===== src/rtl/fault_injector_if.sv =====
// Write-path and configuration-port bundle for the fault injection stage.
// The write path carries no backpressure: in_we/out_we are plain level
// qualifiers, and addr/dat are meaningful only on cycles where the matching
// we is high. The configuration port is a single-cycle strobe (cfg_we) with
// read data returned one cycle after cfg_addr is presented.

`ifndef DATA_WIDTH
`define DATA_WIDTH 32
`endif
`ifndef REG_ADDR_WIDTH
`define REG_ADDR_WIDTH 5
`endif

interface fault_injector_if #(
    parameter int DATA_WIDTH     = `DATA_WIDTH,
    parameter int REG_ADDR_WIDTH = `REG_ADDR_WIDTH
) ();
    logic                      in_we;
    logic [REG_ADDR_WIDTH-1:0] in_addr;
    logic [DATA_WIDTH-1:0]     in_dat;
    logic                      out_we;
    logic [REG_ADDR_WIDTH-1:0] out_addr;
    logic [DATA_WIDTH-1:0]     out_dat;
    logic                      cfg_we;
    logic [2:0]                cfg_addr;
    logic [31:0]               cfg_wdata;
    logic [31:0]               cfg_rdata;
    logic                      fi_active;

    // Upstream side: soc_control write path plus the PS configuration port.
    modport master (
        output in_we, in_addr, in_dat, cfg_we, cfg_addr, cfg_wdata,
        input  out_we, out_addr, out_dat, cfg_rdata, fi_active
    );

    // Injector side.
    modport slave (
        input  in_we, in_addr, in_dat, cfg_we, cfg_addr, cfg_wdata,
        output out_we, out_addr, out_dat, cfg_rdata, fi_active
    );
endinterface


===== src/rtl/fault_injector.sv =====
// Inline fault injection stage between soc_control and the register-file
// write port. The write path is registered one cycle; when armed, a selected
// write event has its data corrupted by a mask (flip / stuck-0 / stuck-1)
// for the whole we-high window of that event.

`ifndef DATA_WIDTH
`define DATA_WIDTH 32
`endif
`ifndef REG_ADDR_WIDTH
`define REG_ADDR_WIDTH 5
`endif

module fault_injector #(
    parameter int DATA_WIDTH     = `DATA_WIDTH,
    parameter int REG_ADDR_WIDTH = `REG_ADDR_WIDTH
) (
    input  logic              clk,
    input  logic              rst_n,
    fault_injector_if.slave   bus,
    output logic [1:0]        dbg_state
);

    typedef enum logic [1:0] {
        ST_IDLE   = 2'b00,
        ST_ARMED  = 2'b01,
        ST_INJECT = 2'b10
    } state_t;

    localparam logic [1:0] MODE_PASS = 2'b11;

    state_t                    state_q, state_d;
    logic                      we_d_q, we_d_d;
    logic [1:0]                mode_q, mode_d;
    logic [4:0]                target_q, target_d;
    logic                      any_q, any_d;
    logic                      repeat_q, repeat_d;
    logic [31:0]               mask_q, mask_d;
    logic [7:0]                skip_q, skip_d;
    logic [7:0]                skip_cnt_q, skip_cnt_d;
    logic [7:0]                count_q, count_d;
    logic [1:0]                sh_mode_q, sh_mode_d;
    logic [DATA_WIDTH-1:0]     sh_mask_q, sh_mask_d;
    logic [DATA_WIDTH-1:0]     orig_q, orig_d;
    logic                      out_we_q, out_we_d;
    logic [REG_ADDR_WIDTH-1:0] out_addr_q, out_addr_d;
    logic [DATA_WIDTH-1:0]     out_dat_q, out_dat_d;
    logic                      fi_active_q, fi_active_d;
    logic [31:0]               cfg_rdata_q, cfg_rdata_d;

    logic                      wr_event;
    logic                      hit;
    logic                      ctrl_wr;
    logic                      fire_arm;
    logic                      fire_now;
    logic [1:0]                eff_mode;
    logic [DATA_WIDTH-1:0]     eff_mask;

    function automatic logic [DATA_WIDTH-1:0] corrupt(
        input logic [DATA_WIDTH-1:0] d,
        input logic [1:0]            m,
        input logic [DATA_WIDTH-1:0] k
    );
        case (m)
            2'b00:   return d ^ k;
            2'b01:   return d & ~k;
            2'b10:   return d | k;
            default: return d;
        endcase
    endfunction

    // Next-state logic: event detection, injection FSM, config bank and read mux.
    always_comb begin
        state_d     = state_q;
        we_d_d      = bus.in_we;
        mode_d      = mode_q;
        target_d    = target_q;
        any_d       = any_q;
        repeat_d    = repeat_q;
        mask_d      = mask_q;
        skip_d      = skip_q;
        skip_cnt_d  = skip_cnt_q;
        count_d     = count_q;
        sh_mode_d   = sh_mode_q;
        sh_mask_d   = sh_mask_q;
        orig_d      = orig_q;
        cfg_rdata_d = 32'd0;

        // A write event is the rising edge of in_we; a CTRL write in the same
        // cycle wins and the event is not counted.
        wr_event = bus.in_we & ~we_d_q;
        hit      = wr_event & (any_q | (bus.in_addr == REG_ADDR_WIDTH'(target_q)));
        ctrl_wr  = bus.cfg_we & (bus.cfg_addr == 3'd0);
        fire_arm = (state_q == ST_ARMED) & hit & (skip_cnt_q == 8'd0) & ~ctrl_wr;
        fire_now = fire_arm | ((state_q == ST_INJECT) & bus.in_we);

        // The first cycle of a window uses live CTRL/MASK; later cycles use
        // the shadow copy so mid-window config writes do not disturb it.
        eff_mode = (state_q == ST_INJECT) ? sh_mode_q : mode_q;
        eff_mask = (state_q == ST_INJECT) ? sh_mask_q : DATA_WIDTH'(mask_q);

        out_we_d    = bus.in_we;
        out_addr_d  = bus.in_addr;
        out_dat_d   = fire_now ? corrupt(bus.in_dat, eff_mode, eff_mask) : bus.in_dat;
        fi_active_d = fire_now & (eff_mode != MODE_PASS);

        case (state_q)
            ST_ARMED: begin
                if (hit && !ctrl_wr) begin
                    if (skip_cnt_q == 8'd0) begin
                        state_d   = ST_INJECT;
                        sh_mode_d = mode_q;
                        sh_mask_d = DATA_WIDTH'(mask_q);
                        orig_d    = bus.in_dat;
                        count_d   = (count_q == 8'hFF) ? count_q : count_q + 8'd1;
                    end else begin
                        skip_cnt_d = skip_cnt_q - 8'd1;
                    end
                end
            end
            ST_INJECT: begin
                if (!bus.in_we) begin
                    state_d    = repeat_q ? ST_ARMED : ST_IDLE;
                    skip_cnt_d = skip_q;
                end
            end
            default: ;
        endcase

        if (bus.cfg_we) begin
            case (bus.cfg_addr)
                3'd0: begin
                    mode_d   = bus.cfg_wdata[1:0];
                    target_d = bus.cfg_wdata[6:2];
                    any_d    = bus.cfg_wdata[7];
                    repeat_d = bus.cfg_wdata[9];
                    if (!bus.cfg_wdata[8]) begin
                        state_d = ST_IDLE;
                    end else if (state_q != ST_INJECT) begin
                        state_d    = ST_ARMED;
                        skip_cnt_d = skip_q;
                    end
                end
                3'd1:    mask_d  = bus.cfg_wdata;
                3'd2:    skip_d  = bus.cfg_wdata[7:0];
                3'd3:    count_d = 8'd0;
                default: ;
            endcase
        end

        case (bus.cfg_addr)
            3'd0:    cfg_rdata_d = {22'd0, repeat_q, (state_q != ST_IDLE), any_q, target_q, mode_q};
            3'd1:    cfg_rdata_d = mask_q;
            3'd2:    cfg_rdata_d = {24'd0, skip_q};
            3'd3:    cfg_rdata_d = {22'd0, state_q, count_q};
            3'd4:    cfg_rdata_d = 32'(orig_q);
            default: cfg_rdata_d = 32'd0;
        endcase
    end

    // State register for the FSM, config bank and registered outputs.
    always_ff @(posedge clk) begin
        if (!rst_n) begin
            state_q     <= ST_IDLE;
            we_d_q      <= 1'b0;
            mode_q      <= 2'd0;
            target_q    <= 5'd0;
            any_q       <= 1'b0;
            repeat_q    <= 1'b0;
            mask_q      <= 32'd0;
            skip_q      <= 8'd0;
            skip_cnt_q  <= 8'd0;
            count_q     <= 8'd0;
            sh_mode_q   <= 2'd0;
            sh_mask_q   <= '0;
            orig_q      <= '0;
            out_we_q    <= 1'b0;
            out_addr_q  <= '0;
            out_dat_q   <= '0;
            fi_active_q <= 1'b0;
            cfg_rdata_q <= 32'd0;
        end else begin
            state_q     <= state_d;
            we_d_q      <= we_d_d;
            mode_q      <= mode_d;
            target_q    <= target_d;
            any_q       <= any_d;
            repeat_q    <= repeat_d;
            mask_q      <= mask_d;
            skip_q      <= skip_d;
            skip_cnt_q  <= skip_cnt_d;
            count_q     <= count_d;
            sh_mode_q   <= sh_mode_d;
            sh_mask_q   <= sh_mask_d;
            orig_q      <= orig_d;
            out_we_q    <= out_we_d;
            out_addr_q  <= out_addr_d;
            out_dat_q   <= out_dat_d;
            fi_active_q <= fi_active_d;
            cfg_rdata_q <= cfg_rdata_d;
        end
    end

    assign bus.out_we    = out_we_q;
    assign bus.out_addr  = out_addr_q;
    assign bus.out_dat   = out_dat_q;
    assign bus.fi_active = fi_active_q;
    assign bus.cfg_rdata = cfg_rdata_q;
    assign dbg_state     = state_q;

endmodule


===== src/flat_wrapper.sv =====
// flat-port wrapper written by rule: the top's interface ports become plain ports
module fault_injector_flat 
#(
    parameter int DATA_WIDTH     = `DATA_WIDTH,
    parameter int REG_ADDR_WIDTH = `REG_ADDR_WIDTH
)
  (clk, rst_n, dbg_state, bus_in_we, bus_in_addr, bus_in_dat, bus_cfg_we, bus_cfg_addr, bus_cfg_wdata, bus_out_we, bus_out_addr, bus_out_dat, bus_cfg_rdata, bus_fi_active);
  fault_injector_if #(.DATA_WIDTH(DATA_WIDTH), .REG_ADDR_WIDTH(REG_ADDR_WIDTH)) bus_i ();
  input  logic clk;
  input  logic rst_n;
  output logic [1:0] dbg_state;
  input wire logic [$bits(bus_i.in_we)-1:0] bus_in_we;
  input wire logic [$bits(bus_i.in_addr)-1:0] bus_in_addr;
  input wire logic [$bits(bus_i.in_dat)-1:0] bus_in_dat;
  input wire logic [$bits(bus_i.cfg_we)-1:0] bus_cfg_we;
  input wire logic [$bits(bus_i.cfg_addr)-1:0] bus_cfg_addr;
  input wire logic [$bits(bus_i.cfg_wdata)-1:0] bus_cfg_wdata;
  output wire logic [$bits(bus_i.out_we)-1:0] bus_out_we;
  output wire logic [$bits(bus_i.out_addr)-1:0] bus_out_addr;
  output wire logic [$bits(bus_i.out_dat)-1:0] bus_out_dat;
  output wire logic [$bits(bus_i.cfg_rdata)-1:0] bus_cfg_rdata;
  output wire logic [$bits(bus_i.fi_active)-1:0] bus_fi_active;
  assign bus_i.in_we = bus_in_we;
  assign bus_i.in_addr = bus_in_addr;
  assign bus_i.in_dat = bus_in_dat;
  assign bus_i.cfg_we = bus_cfg_we;
  assign bus_i.cfg_addr = bus_cfg_addr;
  assign bus_i.cfg_wdata = bus_cfg_wdata;
  assign bus_out_we = bus_i.out_we;
  assign bus_out_addr = bus_i.out_addr;
  assign bus_out_dat = bus_i.out_dat;
  assign bus_cfg_rdata = bus_i.cfg_rdata;
  assign bus_fi_active = bus_i.fi_active;
  fault_injector #(.DATA_WIDTH(DATA_WIDTH), .REG_ADDR_WIDTH(REG_ADDR_WIDTH)) u_core (.clk(clk), .rst_n(rst_n), .bus(bus_i), .dbg_state(dbg_state));
endmodule

===== config.mk =====
export PLATFORM = sky130hd
export DESIGN_NAME = fault_injector_flat
export DESIGN_NICKNAME = d
export VERILOG_FILES = /design/src/rtl/fault_injector_if.sv /design/src/rtl/fault_injector.sv /design/src/flat_wrapper.sv
export SDC_FILE = /design/constraint.sdc
export NUM_CORES = 1
export LEC_CHECK = 0
export BUFFER_PORTS_ARGS = -buffer_cell sky130_fd_sc_hd__buf_2
export CORE_MARGIN = 1.5
export CORE_UTILIZATION = 45
export CTS_CLUSTER_SIZE = 14
export DETAILED_ROUTE_END_ITERATION = 7
export PLACE_DENSITY = 0.65
export SLEW_MARGIN = 0
export SYNTH_ARGS = -nofsm -noshare
export SYNTH_HDL_FRONTEND = slang
export SYNTH_SLANG_ARGS = --single-unit

===== constraint.sdc =====
create_clock -name clk -period 3.45 [get_ports clk]
set_clock_uncertainty 0.2 [all_clocks]
set_input_delay 0.5175 -clock clk [delete_from_list [all_inputs] [get_ports clk]]
set_output_delay 0.5175 -clock clk [all_outputs]
set_load 0.1 [all_outputs]

==> metrics.md <==
| Metric | Value |
|---|---|
| Status | completed |
| MaxCap Viol Count | 0 |
| CP startpoint kind | flip-flop |
| Die Wd | 155 um |
| Die area | 0.0240 mm^2 |
| Core outline area | 0.0226 mm^2 |
| Total CTS buffers | 24 |
| Switch Pwr | 1.52 mW |
| Crit-path max FO | 23 |
| Crit path required time | 3700 ps |
| Peak VDD IR | 0.551 mV |
| Comb power frac | 10.1% |
| TritonCTS clock tree | yes |
| Post-Syn Instances | 1214 |
| Initial core utilization | 45.9% |
| DR WL/cell | 17.7 um |
| Critical Path, Cell by Cell | inv_1 > ha_2 > mux2_2 > a21oi_1 > a31oi_4 > buf_4 > mux2i_1 |
| Finished Core Util | 54.6% |
| Clock Sinks | 204 |
| Area Overhead vs Synth | 19.1% |
| Hold worst-path end | u_core.mask_q[22] |
| Setup TNS | 0 ps |
| Hold crit path type | input port to flip-flop |
| Mean Syn Cell Area | 8.55 um^2 |
| RSZ-0062 raised after global routing | no |
| Largest net degree at the start of global routing | 184 |
| Post-route DRC | 0 |
| Vias in the first global route | 8301 |
| Fraction of layout instances using a drive strength above 1 | 18.6% |
| Clk Latency, worst-skew pair | 520 ps |
| Worst hold path depth | 3 |
| I/O pins | 149 |
| Worst r2r dst | u_core.bus.out_dat[24] |
| DR vias/cell | 5.54 |
| Post-CTS Setup Bufs | 0 |
| Period utilisation layout | 85.2% |
| Lkg Pwr | 5.46 nW |
| CTS HTree Levels | 1 |
| Switching share of power | 25.2% |
| Worst Path Arrival | 3200 ps |
| Drt pass-1 iters | 6 |
| Net Count, Synth | 1359 |
| Tot GR Track Use | 23.5% |
| Port bufs | 148 |
| CTS Hold Buffers Added | 0 |
| Buf/Inv on CP | 2 |
| Final WL | 28.8 mm |
| # rows | 55 |
| Worst Hold Slack | 20.6 ps |
| Number of enable flip-flop cells after synthesis | 0 |
| R2R Path Start | u_core.dbg_state[0] |
| DR iter-0 viols | 683 |
| FF+latch count, synth | 204 |
| Setup ws final | 509 ps |
| Seq/Total Area, Yosys | 39.3% |
| Worst Tran Pin Value | 792 ps |
| Register share of total power | 40.3% |
| Setup violators final | 0 |
| Crit-path slowest cell | ha_2 |
| Crit path largest cell delay | 680 ps |
| Pre-CTS WS | 536 ps |
| Internal power | 4.49 mW |
| Slew HR | 47.2% |
| Worst-path clk slew | 60 ps |
| Initial antenna violation count | 1 |
| Synth cell types | 57 |
| Post-Syn Area | 0.0104 mm^2 |
| Hold Fails Final Rpt | 0 |
| Synth top area cells | dfxtp_1 39%, mux2i_1 13%, nand2_1 9.1%, ha_1 8.3%, a21oi_1 3.0% |
| Global route total overflow | 0 |
| Family with the most delay on the worst path | multiplexers |
| Final ANT Viol Nets | 0 |
| Pwr Total | 6.01 mW |
| Asr flop ratio synth | 0% |
| Max Transition Viols Final | 0 |
| FF-to-FF setup slack | 510 ps |
| Clock share of power | 49.6% |
| DR vias | 9028 |
| Ys Warns | 0 |
| HPWL after DPL | 19.4 mm |
| Top cell type's share of synthesized area | 39.3% |
| Root Buffer | clkbuf_16 |
| Die Y | 155 um |
| Hold Startpoint | bus_cfg_wdata[22] |
| Area leader, netlist | dfxtp_1 |
| Post-cts sizing count | 0 |
| Critical path class | flip-flop to flip-flop |
| Worst R2R Path Depth | 7 |
| Global-route wire length before repair | 45.0 mm |
| Achievable clock frequency | 340 MHz |
| Power per Cell Area | 486 mW/mm^2 |
| Most used DFF post-synth | dfxtp_1 |
| Routability Congestion | 0.872 |
| Fin crit period | 2940 ps |
| Maximum buffer depth of the clock tree | 3 |
| Critical path endpoint category | flip-flop |
| Nets@finish | 1471 |
==> final cells by class <==
| type | count | area [um^2] |
|---|---|---|
| Inverter | 42 | 158 |
| Sequential cell | 204 | 4090 |
| Timing Repair Buffer | 176 | 1000 |
| Tap cell | 285 | 357 |
| Fill cell | 2107 | 10300 |
| Antenna cell | 1 | 2.50 |
| Clock inverter | 15 | 289 |
| Clock buffer | 29 | 649 |
| Multi-Input combinational cell | 878 | 5820 |
==> synth_stat cells (all sizes together) (6+ instances only) <==
| cell type | instances |
|---|---|
| dfxtp | 204 |
| nor4 | 6 |
| nand3 | 11 |
| o22ai | 8 |
| buf | 24 |
| ha | 69 |
| a22oi | 39 |
| nand2 | 253 |
| a21oi | 62 |
| nand2b | 6 |
| a211oi | 34 |
| and3 | 39 |
| nand4 | 6 |
| inv | 42 |
| mux2i | 134 |
| nor2 | 73 |
| o21ai | 44 |
| and2 | 16 |
| clkbuf | 66 |
| mux2 | 13 |
==> power groups by stage <==
stage	combinational (mW)	sequential [mW]	clock, mW
final	0.608	2.42	2.98
after global routing	0.660	2.42	3.12
after CTS	0.607	2.42	3.02
after detailed placement	0.604	2.47	0
after global placement	0.594	2.47	0
after floorplan	0.249	2.64	0
==> logic make-up after synthesis <==
kind of cell    after synthesis  share of synthesized area, %
flops                       204                          39.3
fa+ha+maj                    69                          8.31
compound gates              223                          14.1
simple gates                434                          18.4
xor+xnor                      5                         0.422
buf+inv                     132                          5.13
mux                         147                          14.3
==> flip-flops by register name (all words and copies together) (netlist names), 5 cells and up <==
name / count
u_core.bus.out_addr: 5
u_core.sh_mask_q: 32
u_core.count_q: 8
u_core.skip_cnt_q: 8
u_core.orig_q: 32
u_core.bus.out_dat: 32
u_core.target_q: 5
u_core.mask_q: 32
u_core.skip_q: 8
u_core.bus.cfg_rdata: 32
==> through the flow <==
stage	cells	area (um^2)
final	1630	12400
after global routing	1630	12400
after CTS	1629	12400
after detailed placement	1585	11400
after global placement	1585	11400
after floorplan	1214	10400
==> worst max-delay path by stage <==
stage / startpoint / to / slack [ps] / depth (start not counted)
5_1_grt: u_core.dbg_state[0] / u_core.bus.out_dat[22] / 310 / 7
3_5_place_dp: u_core.dbg_state[0] / u_core.bus.out_dat[24] / 540 / 7
2_1_floorplan: u_core.dbg_state[0] / u_core.bus.out_dat[2] / 190 / 11
4_1_cts: u_core.dbg_state[0] / u_core.bus.out_dat[24] / 540 / 7
3_3_place_gp: bus_cfg_addr[0] / u_core.skip_cnt_q[2] / 600 / 7
6_report: u_core.dbg_state[0] / u_core.bus.out_dat[24] / 510 / 7
==> worst reg2reg max path: cells and delay by family, from the launching register on <==
kind,cells,cell delay (ps)
buf+inv,2,450
compound gates,2,390
flops,1,350
fa+ha+maj,1,680
mux,2,820
==> layout by cell type, fill, tap and decap left out, drive strengths merged, types with 5 or more instances in the layout <==
cell,n
o22ai,8
nor2,73
and3,39
clkinv,6
inv,42
nor4,6
buf,176
nand2,253
ha,69
mux2,13
nand4,6
a22oi,39
bufinv,8
a211oi,34
a21oi,62
o21ai,44
mux2i,134
and2,16
nor3,5
dfxtp,204
nand2b,6
nand3,11
xor2,5
nor2b,5
clkbuf,29
==> layer usage <==
metal	track usage, %	routed length (um)	up-vias
li1	-	-	4437
met3	2.98	1740	51
met1	32.8	13300	4252
met5	0	0	-
met4	7.65	653	0
met2	37.5	13100	288
(Power assumes the default switching activity.)
